`config.mk`:
```
export PLATFORM = sky130hd
export DESIGN_NAME = rr_grant_encoder
export DESIGN_NICKNAME = d
export VERILOG_FILES = /design/src/rtl/router_pkg.sv /design/src/rtl/rr_pick.sv /design/src/rtl/rr_grant_encoder.sv
export SDC_FILE = /design/constraint.sdc
export NUM_CORES = 1
export LEC_CHECK = 0
export ABC_AREA = 1
export ABC_CLOCK_PERIOD_IN_PS = 4570
export CORE_MARGIN = 8
export CORE_UTILIZATION = 35
export CTS_CLUSTER_SIZE = 28
export DETAILED_ROUTE_END_ITERATION = 16
export GPL_TIMING_DRIVEN = 0
export PLACE_DENSITY_LB_ADDON = 0.3
export SLEW_MARGIN = 20
export SYNTH_ARGS = -nofsm -noshare
export SYNTH_HDL_FRONTEND = slang
export SYNTH_SLANG_ARGS = --single-unit
```
`constraint.sdc`:
```
create_clock -name clk -period 4.57 [get_ports clk]
set_input_delay 0.6855 -clock clk [delete_from_list [all_inputs] [get_ports clk]]
set_output_delay 0.6855 -clock clk [all_outputs]
set_load 0.02 [all_outputs]
```
`src/rtl/router_pkg.sv`:
```
// Shared arbitration types and helpers for the router allocation stages.
package router_pkg;

    typedef enum logic [0:0] {
        IDLE    = 1'b0,
        GRANTED = 1'b1
    } arb_state_e;

    // Wrap-increment with an explicit compare so non-power-of-2 counts wrap correctly.
    function automatic int unsigned wrap_inc(input int unsigned idx, input int unsigned n);
        return (idx == n - 1) ? 0 : idx + 1;
    endfunction

endpackage

```
`src/rtl/rr_pick.sv`:
```
// Combinational round-robin pick: first set request at or after ptr, wrapping.
module rr_pick
    import router_pkg::*;
#(
    parameter int NUM_REQ    = 4,
    parameter int INDEX_SIZE = $clog2(NUM_REQ)
) (
    input  logic [NUM_REQ-1:0]    req,
    input  logic [INDEX_SIZE-1:0] ptr,
    output logic                  found,
    output logic [NUM_REQ-1:0]    onehot,
    output logic [INDEX_SIZE-1:0] index
);

    logic [INDEX_SIZE-1:0] cand [NUM_REQ];

    // cand[gi] is the requester examined at search distance gi from ptr.
    genvar gi;
    generate
        for (gi = 0; gi < NUM_REQ; gi++) begin : g_cand
            assign cand[gi] = ((int'(ptr) + gi) >= NUM_REQ)
                            ? INDEX_SIZE'(int'(ptr) + gi - NUM_REQ)
                            : INDEX_SIZE'(int'(ptr) + gi);
        end
    endgenerate

    always_comb begin
        found  = 1'b0;
        index  = '0;
        onehot = '0;
        for (int k = 0; k < NUM_REQ; k++) begin
            if (!found && req[cand[k]]) begin
                found = 1'b1;
                index = cand[k];
            end
        end
        if (found) begin
            onehot = NUM_REQ'(1) << index;
        end
    end

endmodule

```
`src/rtl/rr_grant_encoder.sv`:
```
// Registered round-robin arbiter with grant locking and release handshake.
// Optional priority class enabled by defining RR_GRANT_PRIO_EN.
module rr_grant_encoder
    import router_pkg::*;
#(
    parameter int NUM_REQ    = 4,
    parameter int INDEX_SIZE = $clog2(NUM_REQ)
) (
    input  logic                  clk,
    input  logic                  reset,
    input  logic [NUM_REQ-1:0]    req,
`ifdef RR_GRANT_PRIO_EN
    input  logic [NUM_REQ-1:0]    prio_req,
`endif
    input  logic                  release_grant,
    input  logic                  grant_ready,
    output logic                  grant_valid,
    output logic [NUM_REQ-1:0]    grant_onehot,
    output logic [INDEX_SIZE-1:0] grant_index,
    output logic [INDEX_SIZE-1:0] rr_ptr
);

    arb_state_e            state_q, state_d;
    logic [NUM_REQ-1:0]    onehot_q, onehot_d;
    logic [INDEX_SIZE-1:0] index_q, index_d;
    logic [INDEX_SIZE-1:0] ptr_q, ptr_d;

    logic [NUM_REQ-1:0]    arb_req;
    logic [INDEX_SIZE-1:0] arb_ptr;
    logic [INDEX_SIZE-1:0] next_ptr;
    logic                  win_found;
    logic [NUM_REQ-1:0]    win_onehot;
    logic [INDEX_SIZE-1:0] win_index;
    logic                  end_ev;

    assign next_ptr = INDEX_SIZE'(wrap_inc(32'(index_q), NUM_REQ));

    // While granted, arbitration looks ahead for the successor: the outgoing holder is excluded.
    assign arb_req = (state_q == GRANTED) ? (req & ~onehot_q) : req;
    assign arb_ptr = (state_q == GRANTED) ? next_ptr : ptr_q;

    logic                  pl_found;
    logic [NUM_REQ-1:0]    pl_onehot;
    logic [INDEX_SIZE-1:0] pl_index;

    rr_pick #(.NUM_REQ(NUM_REQ), .INDEX_SIZE(INDEX_SIZE)) u_pick_plain (
        .req    (arb_req),
        .ptr    (arb_ptr),
        .found  (pl_found),
        .onehot (pl_onehot),
        .index  (pl_index)
    );

`ifdef RR_GRANT_PRIO_EN
    logic                  pr_found;
    logic [NUM_REQ-1:0]    pr_onehot;
    logic [INDEX_SIZE-1:0] pr_index;

    rr_pick #(.NUM_REQ(NUM_REQ), .INDEX_SIZE(INDEX_SIZE)) u_pick_prio (
        .req    (arb_req & prio_req),
        .ptr    (arb_ptr),
        .found  (pr_found),
        .onehot (pr_onehot),
        .index  (pr_index)
    );

    assign win_found  = pr_found | pl_found;
    assign win_onehot = pr_found ? pr_onehot : pl_onehot;
    assign win_index  = pr_found ? pr_index  : pl_index;
`else
    assign win_found  = pl_found;
    assign win_onehot = pl_onehot;
    assign win_index  = pl_index;
`endif

    // A holder dropping its request aborts without needing the handshake.
    assign end_ev = (grant_ready & release_grant) | ~req[index_q];

    always_comb begin
        state_d  = state_q;
        onehot_d = onehot_q;
        index_d  = index_q;
        ptr_d    = ptr_q;
        case (state_q)
            IDLE: begin
                if (win_found) begin
                    state_d  = GRANTED;
                    onehot_d = win_onehot;
                    index_d  = win_index;
                end
            end
            GRANTED: begin
                if (end_ev) begin
                    ptr_d = next_ptr;
                    if (win_found) begin
                        onehot_d = win_onehot;
                        index_d  = win_index;
                    end else begin
                        state_d  = IDLE;
                        onehot_d = '0;
                        index_d  = '0;
                    end
                end
            end
            default: begin
                state_d  = IDLE;
                onehot_d = '0;
                index_d  = '0;
            end
        endcase
    end

    always_ff @(posedge clk or negedge reset) begin
        if (!reset) begin
            state_q  <= IDLE;
            onehot_q <= '0;
            index_q  <= '0;
            ptr_q    <= '0;
        end else begin
            state_q  <= state_d;
            onehot_q <= onehot_d;
            index_q  <= index_d;
            ptr_q    <= ptr_d;
        end
    end

    assign grant_valid  = (state_q == GRANTED);
    assign grant_onehot = onehot_q;
    assign grant_index  = index_q;
    assign rr_ptr       = ptr_q;

endmodule

```
==> flow_summary.toml <==
[sta]
setup_viol = 0
grt_setup_unrepaired = "no"
hold_viol = 0
clock_skew_ps = 0.214
slew_viol_final = 0
worst_pin_slew_ps = 363
timing.final.crit_share = 0.451
fmax_mhz = 486
tns_ps = 0
slew_headroom = 0.757
min_period_ps = 2060

[min_path]
hp-class = "flip-flop to flip-flop"
whs_path_depth = 2

[layout]
multi_input_area_sq_um = 728
fill_cells = 317
nNetsFinal = 183
layout_commonest_cell = "nand2_1"
layout_common_cells = "nand2_1 (44), nand2_2 (22), nand3_1 (18)"
diodes = 0
area_growth_pct = 21.6
drive_gt1_frac = 0.318
final-seq-area_sq_um = 225

[clock_network]
cts_resized = 0
post_cts_buffers = 0
cts_max_level = 1
clock_latency_ps = 240
cts_buffers = 3
path_clk_slew_ps = 50
cts_tree = "done"
cts_sinks = 9
root_buffer = "clkbuf_4"
clock_path_buffers = 2
cts.hold.buffers_added = 0

[global_route]
grt_max_degree = 11
gr-usage-all-layers = 0.0985
grt_pass1_vias = 978
antenna_found_initial = 0
overflow = 0
grt_pass1_wl_microns = 4210

[die]
io_pins = 17
die_w_microns = 70.9
row_count = 20
floorplan.initialDensity = 0.358
design.die.area_sq_mm = 0.00503
coreArea_sq_mm = 0.00295
die_h_microns = 70.9

[detailed_routing]
num_vias = 1020
first_pass_iters = 4
drc = 0
drt_iter0_markers = 41
routed_wl_microns = 2450
postRouteAntennaNets = 0
avgViaCountPerCell = 4.95
wire_per_inst_microns = 11.9

[job]
max-cap-violations = 0

[synth]
synth_nets = 162
synthDistinctLibCells = 24
syn-cell-area_sq_mm = 0.00106
yosysSeqAreaShare = 0.213
netlist_instances = 153
yosysWarnings = 0
syn_avg_cell_area_sq_um = 6.90
synthFlopType = "dfrtp_1"
async_reset_ff_frac = 1.00
synth_edf_count = 0
ys_seq_elements = 9

[placement]
gp_congestion = 0.876
portBuffers = 16
hpwl_microns = 2150

[critical_path]
crit_path_end_kind = "flip-flop"
r2r_cells = 14
crit_required_ps = 4700
path_class = "flip-flop to flip-flop"
arrival_ps = 2190
start_kind = "flip-flop"
cp_max_fo = 10

[run_status]
status = "finished, final reports clean"
per-layer routing:
| metal | vias up | part of all wire | global-route usage |
|---|---|---|---|
| li1 | 534 | - | - |
| met1 | 466 | 0.46 | 0.113 |
| met2 | 18 | 0.49 | 0.178 |
| met3 | 2 | 0.051 | 0.0198 |
| met4 | 0 | 0.0049 | 0.0277 |
| met5 | - | 0 | 0 |
synthesized netlist by cell type, types with 3 or more instances:
library cell	n	area, sq um
nand2_1	44	165
nand3_1	18	90.1
nor2_1	9	33.8
nor2_2	3	18.8
buf_6	3	33.8
inv_2	4	15.0
nand2_2	22	138
nand3_2	5	50.1
nand2_4	6	67.6
o21ai_0	4	20.0
dfrtp_1	9	225
nand4_1	4	25.0
inv_1	8	30.0
metrics by stage:
stage	hold slack, ps	setup slack (ps)	cells	utilization	cell area (sq um)
global placement	515	2300	202	0.426	1260
CTS	525	2510	206	0.435	1280
detailed placement	508	2270	202	0.426	1260
floorplan	390	2610	153	-	1060
global route	542	2200	206	0.435	1280
finish	511	2510	206	0.435	1280
path summary, 6_finish.rpt:
path | from | to | slack (ps)
max in group asynchronous | reset | grant_onehot[1] | 3590
worst max register to register | grant_index[0] | grant_onehot[3] | 2510
min in group asynchronous | reset | grant_index[0] | 720
worst min-delay path | grant_onehot[1] | grant_onehot[1] | 510
worst min register to register | grant_onehot[1] | grant_onehot[1] | 510
worst max-delay path | grant_index[0] | grant_onehot[3] | 2510
state kept, by name (all words and copies together), names as in the netlist:
name / flops
grant_index: 2
grant_valid: 1
rr_ptr: 2
grant_onehot: 4
logic make-up after synthesis:
kind of cell / count (synthesis) / share of synthesized area
buffers and inverters: 17 / 0.0971
and+or+nand+nor: 117 / 0.622
DFF: 9 / 0.213
adders and majority gates: 1 / 0.0118
AOI/OAI and AO/OA: 9 / 0.0557
critical path, cell delays in order (launching register included):
cell	delay (ps)
dfrtp_1	460
ha_1	280
nor2_2	100
nand2_2	80
buf_6	160
nand3_2	70
nand2_1	80
nand2_1	110
inv_1	40
a21boi_1	150
nand2_1	80
nor2_1	150
nor2_1	80
nand2_1	60
nand2_1	50
layout make-up:
type                            count  share of cell area
Multi-Input combinational cell    127               0.567
Buffer                              4              0.0380
Inverter                           13              0.0419
Timing Repair Buffer               16               0.125
Sequential cell                     9               0.175
Tap cell                           33              0.0322
Clock buffer                        4              0.0205
Power is left out: the tool's default activity adds up to more than one toggle a clock period on the data nets, which glitch-free logic cannot reach.
